### src/rtl/mem_access_unit.sv
// Load/store unit: maps RV32 byte/half/word loads and stores onto a word-wide data memory.
// Latency accept->done: fault/illegal 1 cycle, load and SW 2 cycles, SB/SH 3 cycles (read-modify-write).
// Backpressure: stall holds the upstream pipeline from the accept cycle until the FSM is back in IDLE.
module mem_access_unit #(
    parameter int MEM_WORDS = 64
) (
    input  logic        clk,
    input  logic        rst,
    input  logic        req_valid,
    input  logic        req_read,
    input  logic        req_write,
    input  logic [2:0]  funct3,
    input  logic [31:0] addr,
    input  logic [31:0] wdata,
    output logic        stall,
    output logic        done,
    output logic [31:0] rdata,
    output logic        misaligned,
    output logic        oob,
    output logic        dm_MemRead,
    output logic        dm_MemWrite,
    output logic [31:0] dm_addr,
    output logic [31:0] dm_data_in,
    input  logic [31:0] dm_data_out
);

    typedef enum logic [2:0] {
        S_IDLE   = 3'd0,
        S_LOAD   = 3'd1,
        S_STORE  = 3'd2,
        S_RMW_RD = 3'd3,
        S_RMW_WR = 3'd4
    } state_t;

    localparam logic [2:0] F3_B  = 3'b000;
    localparam logic [2:0] F3_H  = 3'b001;
    localparam logic [2:0] F3_W  = 3'b010;
    localparam logic [2:0] F3_BU = 3'b100;
    localparam logic [2:0] F3_HU = 3'b101;

    // Word index limit, sized to match addr[31:2].
    localparam logic [29:0] WORD_LIMIT = 30'(MEM_WORDS);

    state_t      state_q;
    state_t      state_d;

    logic [31:0] addr_q;
    logic [31:0] wdata_q;
    logic [2:0]  funct3_q;
    logic [31:0] rmw_q;

    logic        accept;
    logic        f3_legal;
    logic        acc_mis;
    logic        acc_oob;
    logic        acc_fault;
    logic [31:0] load_ext;
    logic [31:0] merge_word;

    // Requests are only looked at while idle; either direction bit qualifies.
    assign accept = (state_q == S_IDLE) & req_valid & (req_read | req_write);

    // Upstream is held for the whole operation, including the accept cycle itself.
    assign stall = (state_q != S_IDLE) | accept;

    // Memory always sees the word-aligned version of the latched address.
    assign dm_addr = {addr_q[31:2], 2'b00};

    // Decode the incoming request: legality, alignment and range (misaligned wins over oob).
    always_comb begin
        f3_legal = 1'b0;
        acc_mis  = 1'b0;
        case (funct3)
            F3_B, F3_BU: f3_legal = 1'b1;
            F3_H, F3_HU: begin
                f3_legal = 1'b1;
                acc_mis  = addr[0];
            end
            F3_W: begin
                f3_legal = 1'b1;
                acc_mis  = (addr[1:0] != 2'b00);
            end
            default: f3_legal = 1'b0;
        endcase
        acc_oob   = f3_legal & ~acc_mis & (addr[31:2] >= WORD_LIMIT);
        acc_fault = ~f3_legal | acc_mis | acc_oob;
    end

    // Extract and extend the addressed byte/half from the memory word for loads.
    always_comb begin
        logic [7:0]  lane_b;
        logic [15:0] lane_h;
        lane_b   = dm_data_out[{addr_q[1:0], 3'b000} +: 8];
        lane_h   = dm_data_out[{addr_q[1], 4'b0000} +: 16];
        load_ext = dm_data_out;
        case (funct3_q)
            F3_B:    load_ext = {{24{lane_b[7]}}, lane_b};
            F3_H:    load_ext = {{16{lane_h[15]}}, lane_h};
            F3_BU:   load_ext = {24'd0, lane_b};
            F3_HU:   load_ext = {16'd0, lane_h};
            default: load_ext = dm_data_out;
        endcase
    end

    // Splice the store byte/half into the word read during RMW_RD.
    always_comb begin
        merge_word = rmw_q;
        if (funct3_q[0]) begin
            if (addr_q[1]) merge_word[31:16] = wdata_q[15:0];
            else           merge_word[15:0]  = wdata_q[15:0];
        end else begin
            case (addr_q[1:0])
                2'd0:    merge_word[7:0]   = wdata_q[7:0];
                2'd1:    merge_word[15:8]  = wdata_q[7:0];
                2'd2:    merge_word[23:16] = wdata_q[7:0];
                default: merge_word[31:24] = wdata_q[7:0];
            endcase
        end
    end

    // Next-state and memory strobes; strobes are pure functions of the current state.
    always_comb begin
        state_d     = state_q;
        dm_MemRead  = 1'b0;
        dm_MemWrite = 1'b0;
        dm_data_in  = 32'd0;
        case (state_q)
            S_IDLE: begin
                if (accept && !acc_fault) begin
                    if (req_read)            state_d = S_LOAD;
                    else if (funct3 == F3_W) state_d = S_STORE;
                    else                     state_d = S_RMW_RD;
                end
            end
            S_LOAD: begin
                dm_MemRead = 1'b1;
                state_d    = S_IDLE;
            end
            S_STORE: begin
                dm_MemWrite = 1'b1;
                dm_data_in  = wdata_q;
                state_d     = S_IDLE;
            end
            S_RMW_RD: begin
                dm_MemRead = 1'b1;
                state_d    = S_RMW_WR;
            end
            S_RMW_WR: begin
                dm_MemWrite = 1'b1;
                dm_data_in  = merge_word;
                state_d     = S_IDLE;
            end
            default: state_d = S_IDLE;
        endcase
    end

    // State register; reset drops any in-flight operation, including a pending RMW write.
    always_ff @(posedge clk) begin
        if (!rst) state_q <= S_IDLE;
        else      state_q <= state_d;
    end

    // Capture the request on accept and the old memory word during RMW_RD.
    always_ff @(posedge clk) begin
        if (!rst) begin
            addr_q   <= 32'd0;
            wdata_q  <= 32'd0;
            funct3_q <= 3'd0;
            rmw_q    <= 32'd0;
        end else begin
            if (accept) begin
                addr_q   <= addr;
                funct3_q <= funct3;
                // A read+write request behaves as a load, so its store data is dropped.
                wdata_q  <= req_read ? 32'd0 : wdata;
            end
            if (state_q == S_RMW_RD) rmw_q <= dm_data_out;
        end
    end

    // Completion pulse and result flags; all are zero outside the done cycle.
    always_ff @(posedge clk) begin
        if (!rst) begin
            done       <= 1'b0;
            rdata      <= 32'd0;
            misaligned <= 1'b0;
            oob        <= 1'b0;
        end else begin
            done       <= 1'b0;
            rdata      <= 32'd0;
            misaligned <= 1'b0;
            oob        <= 1'b0;
            case (state_q)
                S_IDLE: begin
                    if (accept && acc_fault) begin
                        done       <= 1'b1;
                        misaligned <= acc_mis;
                        oob        <= acc_oob;
                    end
                end
                S_LOAD: begin
                    done  <= 1'b1;
                    rdata <= load_ext;
                end
                S_STORE, S_RMW_WR: done <= 1'b1;
                default: done <= 1'b0;
            endcase
        end
    end

endmodule

### config.mk
export PLATFORM = sky130hd
export DESIGN_NAME = mem_access_unit
export DESIGN_NICKNAME = d
export VERILOG_FILES = /design/src/rtl/mem_access_unit.sv
export SDC_FILE = /design/constraint.sdc
export NUM_CORES = 1
export LEC_CHECK = 0
export CAP_MARGIN = 40
export CORE_MARGIN = 5
export CORE_UTILIZATION = 49
export CTS_CLUSTER_SIZE = 25
export DETAILED_ROUTE_END_ITERATION = 8
export PLACE_DENSITY = 0.85
export SYNTH_ARGS = -nofsm -noshare
export SYNTH_HDL_FRONTEND = slang
export SYNTH_SLANG_ARGS = --single-unit
### constraint.sdc
create_clock -name clk -period 3.6 [get_ports clk]
set_input_delay 0.9 -clock clk [delete_from_list [all_inputs] [get_ports clk]]
set_output_delay 0.9 -clock clk [all_outputs]
set_load 0.1 [all_outputs]
==> impl_metrics.json, run 1 <==
{
  "drt_iter0_markers": 583,
  "initial_utilization_pct": 50.2,
  "async_reset_ff_share_pct": 0,
  "clock-sinks": 137,
  "grt_max_degree": 44,
  "netlist_top_cells_area": "dfxtp_1, nand2_1, a21boi_1",
  "first_pass_iters": 5,
  "slew_headroom_pct": 48.7,
  "grt_pass1_wl_um": 31200,
  "antenna_left": 0,
  "drc": 0,
  "synth_top_area_share_pct": 45.3,
  "syn-cell-area_sq_um": 6050,
  "hold_class": "register to register",
  "synth_ff_type": "dfxtp_1",
  "finalHoldViolCount": 0,
  "globalplace.congestion": 0.868,
  "yosysSeqAreaShare_pct": 45.3,
  "outcome": "complete, no violations",
  "core-area_sq_um": 12100,
  "ctsResizeCount": 0,
  "end_kind": "primary output",
  "vias_per_cell": 5.59,
  "maxCapViolCount": 0,
  "required_ns": 2.70,
  "cp-start-kind": "register",
  "track_usage_pct": 27.3,
  "routedWlPerCell_um": 18.6,
  "yosys_register_bits": 137,
  "synthCells": 717,
  "nNetsFinal": 998,
  "cts_setup_buffers": 0,
  "peakVddDrop_v": 0.000245,
  "p_leak_nw": 3.59,
  "drive_above_1_share_pct": 17.8,
  "yosysTopAreaCell": "dfxtp_1",
  "worst_slew_pin_slew_ns": 0.766,
  "synth_warnings": 0,
  "cts_tree": "built",
  "io_pins": 206,
  "hold_depth": 2,
  "cts_root_buf": "clkbuf_16",
  "p_sw_share_pct": 26.1,
  "clk_pin_slew_ns": 0.05,
  "syn_area_per_cell_sq_um": 8.44,
  "hpwl_um": 15000,
  "worstRegToRegCells": 5,
  "area_growth_pct": 50.5,
  "max_freq_mhz": 290,
  "clockPowerShare_pct": 43.4,
  "arrival_ns": 2.55,
  "p_int_mw": 2.83,
  "finClkSkew_ns": 0.00665,
  "rows": 40,
  "die_w_um": 121,
  "die_h_um": 121,
  "synthDistinctLibCells": 42,
  "grt_pass1_vias": 6042,
  "switching_power_mw": 0.996,
  "diodes": 0,
  "combPwrFrac_pct": 15.1,
  "grt.overflow.total": 0,
  "rsz0062_at_grt": "no",
  "holdWs_ns": 0.456,
  "setup-tns-final_ns": 0,
  "cts_buffer_depth": 2,
  "fin_area_sq_um": 9110,
  "placed_area_sq_um": 8550,
  "cts_buffers": 17,
  "htree_levels": 4,
  "synthTopCellsByCount": "nand2_1, dfxtp_1, a21boi_1, a22o_1, buf_4",
  "power_density_nw_per_um2": 420,
  "antenna_found_initial": 0,
  "insertion_delay_ns": 0.42,
  "wirelength_um": 20000,
  "crit_fanout": 15,
  "yosysMostFrequentCell": "nand2_1",
  "seq_power_share_pct": 41.5,
  "setup_violations": 0,
  "synth-edff-count": 0,
  "vias": 5998,
  "path_class": "register to primary output",
  "dieArea_sq_um": 14700,
  "postCtsHoldBufs": 0,
  "period_share_pct": 95.9,
  "port_buffers": 203,
  "drv_slew": 0,
  "finalCriticalPeriod_ns": 3.45
}
worst max-delay path, cell delays in order (launching register included):
cell and delay [ns]:
dfxtp_1 0.74, inv_2 0.20, o21ai_2 0.51, mux2i_1 0.20, o21ai_1 0.27, buf_12 0.21
power by group through the flow:
stage          Combinational (mW)  Clock [mW]  Sequential, mW
2_1_floorplan               0.346           0            1.61
3_3_place_gp                0.515           0            1.62
3_5_place_dp                0.571           0            1.62
4_1_cts                     0.573        1.67            1.59
5_1_grt                     0.608        1.75            1.59
6_report                    0.578        1.66            1.59
path summary, 6_finish.rpt:
path | startpoint | endpoint | slack (ns)
setup / recovery | addr_q[0]$_SDFFE_PN0P_ | dm_data_in[17] | 0.15
hold / removal | addr_q[9]$_SDFFE_PN0P_ | addr_q[9]$_SDFFE_PN0P_ | 0.46
hold reg to reg | addr_q[9]$_SDFFE_PN0P_ | addr_q[9]$_SDFFE_PN0P_ | 0.46
setup reg to reg | addr_q[0]$_SDFFE_PN0P_ | rdata[4]$_SDFF_PN0_ | 1.44
cells by family (layout without fill, tap and decap cells):
kind of cell	count (synthesis)	in the layout	share of synthesized area, %
AOI/OAI and AO/OA	200	200	25.0
other	1	2	0.0620
DFF	137	137	45.3
muxes	10	10	1.65
and+or+nand+nor	274	274	19.1
buffers and inverters	95	282	8.87
registers in the layout, summed over array words and instances, names as in the netlist:
signal	flops
addr_q	32
rdata	32
rmw_q	32
wdata_q	32
funct3_q	3
state_q	3
done	1
misaligned	1
oob	1
per-layer routing:
layer,routed length [um],global-route usage (%)
met1,7270,30.2
met2,10300,49.0
met3,1800,8.48
met4,567,10.0
met5,0,0
layout make-up:
cell class	instances	area, sq um
Fill cell	807	2950
Tap cell	168	210
Timing Repair Buffer	241	2780
Clock inverter	9	100
Multi-Input combinational cell	486	2780
Inverter	11	41.3
Sequential cell	137	2740
Clock buffer	21	460
placed cells by master, fill, tap and decap left out, types with 22 or more instances in the layout:
cell,count
nand2_1,211
dfxtp_1,137
clkdlybuf4s50_1,126
a21boi_1,60
buf_4,53
a22o_1,40
buf_12,34
a21oi_1,29
buf_8,25
nor2_1,22
metrics by stage:
step           utilization (%)  power, mW  setup WS, ns  std cells
3_5_place_dp              70.9       2.19         0.643       1043
3_3_place_gp              67.3       2.13         0.634       1016
2_1_floorplan                -       1.96         0.264        718
4_1_cts                   75.5       3.83         0.166       1073
6_report                  75.5       3.82         0.149       1073
5_1_grt                   75.5       3.95        0.0265       1073
Note: power is estimated with default switching activity, not from simulation.
==> inputs of run 2 (changes only) <==
- CORE_MARGIN: 5 -> 2
==> run 2 against run 1 <==
Effect of this change: global-route usage increased by 2.8 points; clock power is 4% lower; power fell by 1.1%; first-iteration DRC count down 3.4%; via count increased by 1.6%; critical endpoint is now dm_data_in[18].
==> impl_metrics.json, run 2 (synthesis results as in run 1) <==
{
  "cts_root_buf": "clkbuf_16",
  "layout_commonest_cell": "nand2_1",
  "drive_above_1_share_pct": 18.0,
  "ctsResizeCount": 0,
  "r2r-start": "addr_q[0]$_SDFFE_PN0P_",
  "die_h_um": 115,
  "clock-sinks": 137,
  "hpwl_um": 14900,
  "vias_per_cell": 5.75,
  "route.met2.wl_um": 10200,
  "wl_met3_um": 1820,
  "diodes": 0,
  "arrival_ns": 2.51,
  "io_pins": 206,
  "final_core_utilization_pct": 76.3,
  "path_class": "register to primary output",
  "worst_slew_pin_slew_ns": 0.755,
  "drc": 0,
  "wirelength_um": 20100,
  "worstRegToRegCells": 5,
  "cts_setup_buffers": 0,
  "setup-tns-final_ns": 0,
  "grt_max_degree": 63,
  "crit_fanout": 15,
  "setup_violations": 0,
  "postCtsHoldBufs": 0,
  "htree_levels": 4,
  "cp-start-kind": "register",
  "r2r_end": "rdata[0]$_SDFF_PN0_",
  "outcome": "complete, no violations",
  "peakVddDrop_v": 0.000336,
  "hp-start": "addr_q[4]$_SDFFE_PN0P_",
  "grt.overflow.total": 0,
  "finClkSkew_ns": 0.00671,
  "max_freq_mhz": 293,
  "grt_pass1_vias": 5925,
  "antenna_left": 0,
  "slew_headroom_pct": 49.7,
  "vias": 6092,
  "hold_class": "register to register",
  "maxCapViolCount": 0,
  "finalHoldViolCount": 0,
  "holdPathEnd": "addr_q[4]$_SDFFE_PN0P_",
  "nNetsFinal": 1005,
  "core-area_sq_um": 12000,
  "end_kind": "primary output",
  "crit_family": "compound AO/OA/AOI/OAI gates",
  "slowest_stage": "dfxtp_1",
  "routedWlPerCell_um": 19.0,
  "area_growth_pct": 51.4,
  "cts_buffers": 17,
  "drt_iter0_markers": 563,
  "rrSetupSlack_ns": 1.45,
  "p_leak_nw": 3.63,
  "required_ns": 2.70,
  "die_w_um": 115,
  "first_pass_iters": 6,
  "port_buffers": 203,
  "instances_no_fill": 1060,
  "period_share_pct": 94.7,
  "place_inst": 1029,
  "hold_depth": 2,
  "power_density_nw_per_um2": 413,
  "finalCriticalPeriod_ns": 3.41,
  "drv_slew": 0,
  "wl_met1_um": 7470,
  "top_layer_used": "met4",
  "initial_utilization_pct": 50.4,
  "clk_pin_slew_ns": 0.06,
  "rsz0062_at_grt": "no",
  "globalplace.congestion": 0.878,
  "layout_common_cells": "nand2_1, dfxtp_1, clkdlybuf4s50_1, a21boi_1, buf_4",
  "cts_tree": "built",
  "cts_buffer_depth": 2,
  "grt_pass1_wl_um": 30500,
  "track_usage_pct": 30.1,
  "critical_path.max_stage_delay_ns": 0.72,
  "insertion_delay_ns": 0.42,
  "worst-path-buf-inv": 2,
  "rows": 40,
  "crit_chain": "inv_2 -> o21ai_2 -> mux2i_1 -> o21ai_1 -> buf_12",
  "antenna_found_initial": 0,
  "dieArea_sq_um": 13300
}
run 2: cell types whose count changed in the layout (fill, tap and decap cells not counted):
cell | before | now
buf_8 | 25 | 30
clkinvlp_4 | 2 | 1
bufinv_16 | 2 | 1
clkinv_2 | 5 | 8
clkdlybuf4s50_1 | 126 | 131
buf_4 | 53 | 50
run 2: how the worst max path moves through the flow:
stage / start / endpoint / slack, ns / cells after the start
4_1_cts: addr_q[0]$_SDFFE_PN0P_ / dm_data_in[23] / 0.24 / 5
6_report: addr_q[0]$_SDFFE_PN0P_ / dm_data_in[18] / 0.19 / 5
3_3_place_gp: req_read / wdata_q[20]$_SDFFE_PN0P_ / 0.66 / 5
2_1_floorplan: addr_q[1]$_SDFFE_PN0P_ / dm_data_in[31] / 0.26 / 5
3_5_place_dp: addr_q[0]$_SDFFE_PN0P_ / dm_data_in[23] / 0.71 / 5
5_1_grt: addr_q[0]$_SDFFE_PN0P_ / dm_data_in[18] / 0.08 / 5
run 2: area by class of cell:
cell class                      count  area [sq um]
Clock buffer                       21           460
Clock inverter                     10          77.6
Fill cell                         798          2850
Inverter                           11          41.3
Multi-Input combinational cell    486          2780
Sequential cell                   137          2740
Tap cell                          147           184
Timing Repair Buffer              248          2880
run 2: per-layer routing:
layer	GRT usage, %	up-vias
li1	-	2813
met5	0	-
met4	12.5	0
met1	33.4	2887
met3	10.3	63
met2	52.7	329
run 2: where the power goes:
group	switching, mW	internal [mW]	leakage, nW
Clock	0.635	0.970	0.272
Sequential	0.0340	1.55	1.11
Combinational	0.348	0.241	2.24
run 2: stage by stage:
step | instance area, sq um | setup slack (ns) | hold WS (ns) | power, mW
after floorplan | 6060 | 0.264 | 0.435 | 1.96
after global placement | 8120 | 0.663 | 0.440 | 2.13
after detailed placement | 8620 | 0.709 | 0.447 | 2.20
after CTS | 9160 | 0.245 | 0.455 | 3.78
after global routing | 9160 | 0.0798 | 0.474 | 3.87
final | 9160 | 0.191 | 0.452 | 3.78
run 2: worst register-to-register path: cells and delay by family (launching register included):
kind / cells / cell delay [ns]
flip-flops: 1 / 0.72
buffers and inverters: 2 / 0.44
AO/OA/AOI/OAI: 3 / 0.94
==> inputs of run 3 (changes only) <==
- CORE_UTILIZATION: 49 -> 50
- DONT_BUFFER_PORTS: default -> 1
- PLACE_DENSITY: 0.85 -> default
==> run 3 against run 2 <==
Effect of this change: sequential cell count is the same; combinational power shrank 29%; critical path depth grew 1; highest routed layer unchanged.
==> impl_metrics.json, run 3 (synthesis results as in run 1) <==
{
  "outcome": "complete, no violations",
  "first_pass_iters": 5,
  "nNetsFinal": 870,
  "grt.overflow.total": 0,
  "grtUsageMet2_pct": 48.0,
  "max_freq_mhz": 308,
  "cts_buffers": 17,
  "required_ns": 2.70,
  "dieArea_sq_um": 13000,
  "rows": 40,
  "grt_pass1_vias": 5219,
  "globalplace.congestion": 0.807,
  "crit_fanout": 14,
  "combPwrFrac_pct": 11.2,
  "cts_root_buf": "clkbuf_16",
  "grt_max_degree": 74,
  "io_pins": 206,
  "slew_headroom_pct": 37.2,
  "path_class": "register to primary output",
  "vias_per_cell": 5.81,
  "cts_tree": "built",
  "worst_slew_pin_slew_ns": 0.938,
  "antenna_found_initial": 0,
  "drive_above_1_share_pct": 21.4,
  "clock-sinks": 137,
  "holdWs_ns": 0.454,
  "drt_iter0_markers": 459,
  "initial_utilization_pct": 50.8,
  "finalHoldViolCount": 0,
  "core-area_sq_um": 11900,
  "cts_buffer_depth": 2,
  "rsz0062_at_grt": "no",
  "area_growth_pct": 30.6,
  "worstRegToRegCells": 5,
  "port_buffers": 0,
  "die_h_um": 114,
  "wirelength_um": 17700,
  "hold_class": "register to register",
  "met3_usage_pct": 8.34,
  "ctsResizeCount": 0,
  "setup_violations": 0,
  "routedWlPerCell_um": 19.2,
  "cts_setup_buffers": 0,
  "p_int_mw": 2.78,
  "p_sw_share_pct": 25.5,
  "die_w_um": 114,
  "peakVddDrop_v": 0.000351,
  "finalCriticalPeriod_ns": 3.24,
  "switching_power_mw": 0.951,
  "power_density_nw_per_um2": 472,
  "clk_pin_slew_ns": 0.06,
  "clockPowerShare_pct": 46.2,
  "total_power_mw": 3.73,
  "hold_depth": 2,
  "insertion_delay_ns": 0.41,
  "antenna_left": 0,
  "end_kind": "primary output",
  "finClkSkew_ns": 0.00666,
  "cp-start-kind": "register",
  "setup-tns-final_ns": 0,
  "layout_commonest_cell": "nand2_1",
  "postCtsHoldBufs": 0,
  "drc": 0,
  "htree_levels": 4,
  "arrival_ns": 2.34,
  "vias": 5383,
  "track_usage_pct": 27.3,
  "period_share_pct": 90.1,
  "grt_pass1_wl_um": 27400,
  "hpwl_um": 13100,
  "grt_use_met1_pct": 31.2,
  "diodes": 0,
  "drv_slew": 0,
  "layout_common_cells": "nand2_1, dfxtp_1, buf_8, a21boi_1, a22o_1",
  "maxCapViolCount": 0,
  "busiest_layer": "met2",
  "p_leak_nw": 3.16,
  "seq_power_share_pct": 42.6
}
run 3: area by class of cell:
class                      instances  area [sq um]
fill                             996          4010
multi-input combinational        486          2810
sequential                       137          2740
timing repair buffer             113          1530
clock buffer                      26           499
tap                              147           184
clock inverter                     6          87.6
inverter                          11          41.3
run 3: power groups by stage:
stage	Sequential [mW]	Combinational (mW)	Clock, mW
after floorplan	1.61	0.346	0
after global placement	1.76	0.202	0
after detailed placement	1.62	0.416	0
after CTS	1.59	0.417	1.74
after global routing	1.59	0.440	1.81
final	1.59	0.417	1.72
run 3: final timing paths:
path / startpoint / end / slack [ns]
max: addr_q[0]$_SDFFE_PN0P_ / dm_data_in[6] / 0.36
max reg2reg: addr_q[1]$_SDFFE_PN0P_ / rdata[13]$_SDFF_PN0_ / 1.24
min: rmw_q[12]$_SDFFE_PN0P_ / rmw_q[12]$_SDFFE_PN0P_ / 0.45
min reg2reg: rmw_q[12]$_SDFFE_PN0P_ / rmw_q[12]$_SDFFE_PN0P_ / 0.45
run 3: critical path, cell delays in order (launching register included):
cell and delay, ns:
dfxtp_1 0.35, buf_4 0.22, nor2b_1 0.25, nor2_1 0.11, nor2_1 0.45, a22o_1 0.25, buf_4 0.29
run 3: through the flow:
step	instance area [sq um]	setup slack, ns	cells	util (%)
after detailed placement	7310	0.861	894	61.4
after global routing	7900	0.209	926	66.3
after global placement	6230	0.904	826	52.3
final	7900	0.357	926	66.3
after CTS	7900	0.392	926	66.3
after floorplan	6060	0.264	718	-
run 3: per-layer routing:
| layer | share of wire, % | vias to the layer above |
|---|---|---|
| li1 | - | 2551 |
| met1 | 38 | 2565 |
| met2 | 52 | 237 |
| met3 | 7.6 | 30 |
| met4 | 2.5 | 0 |
| met5 | 0 | - |
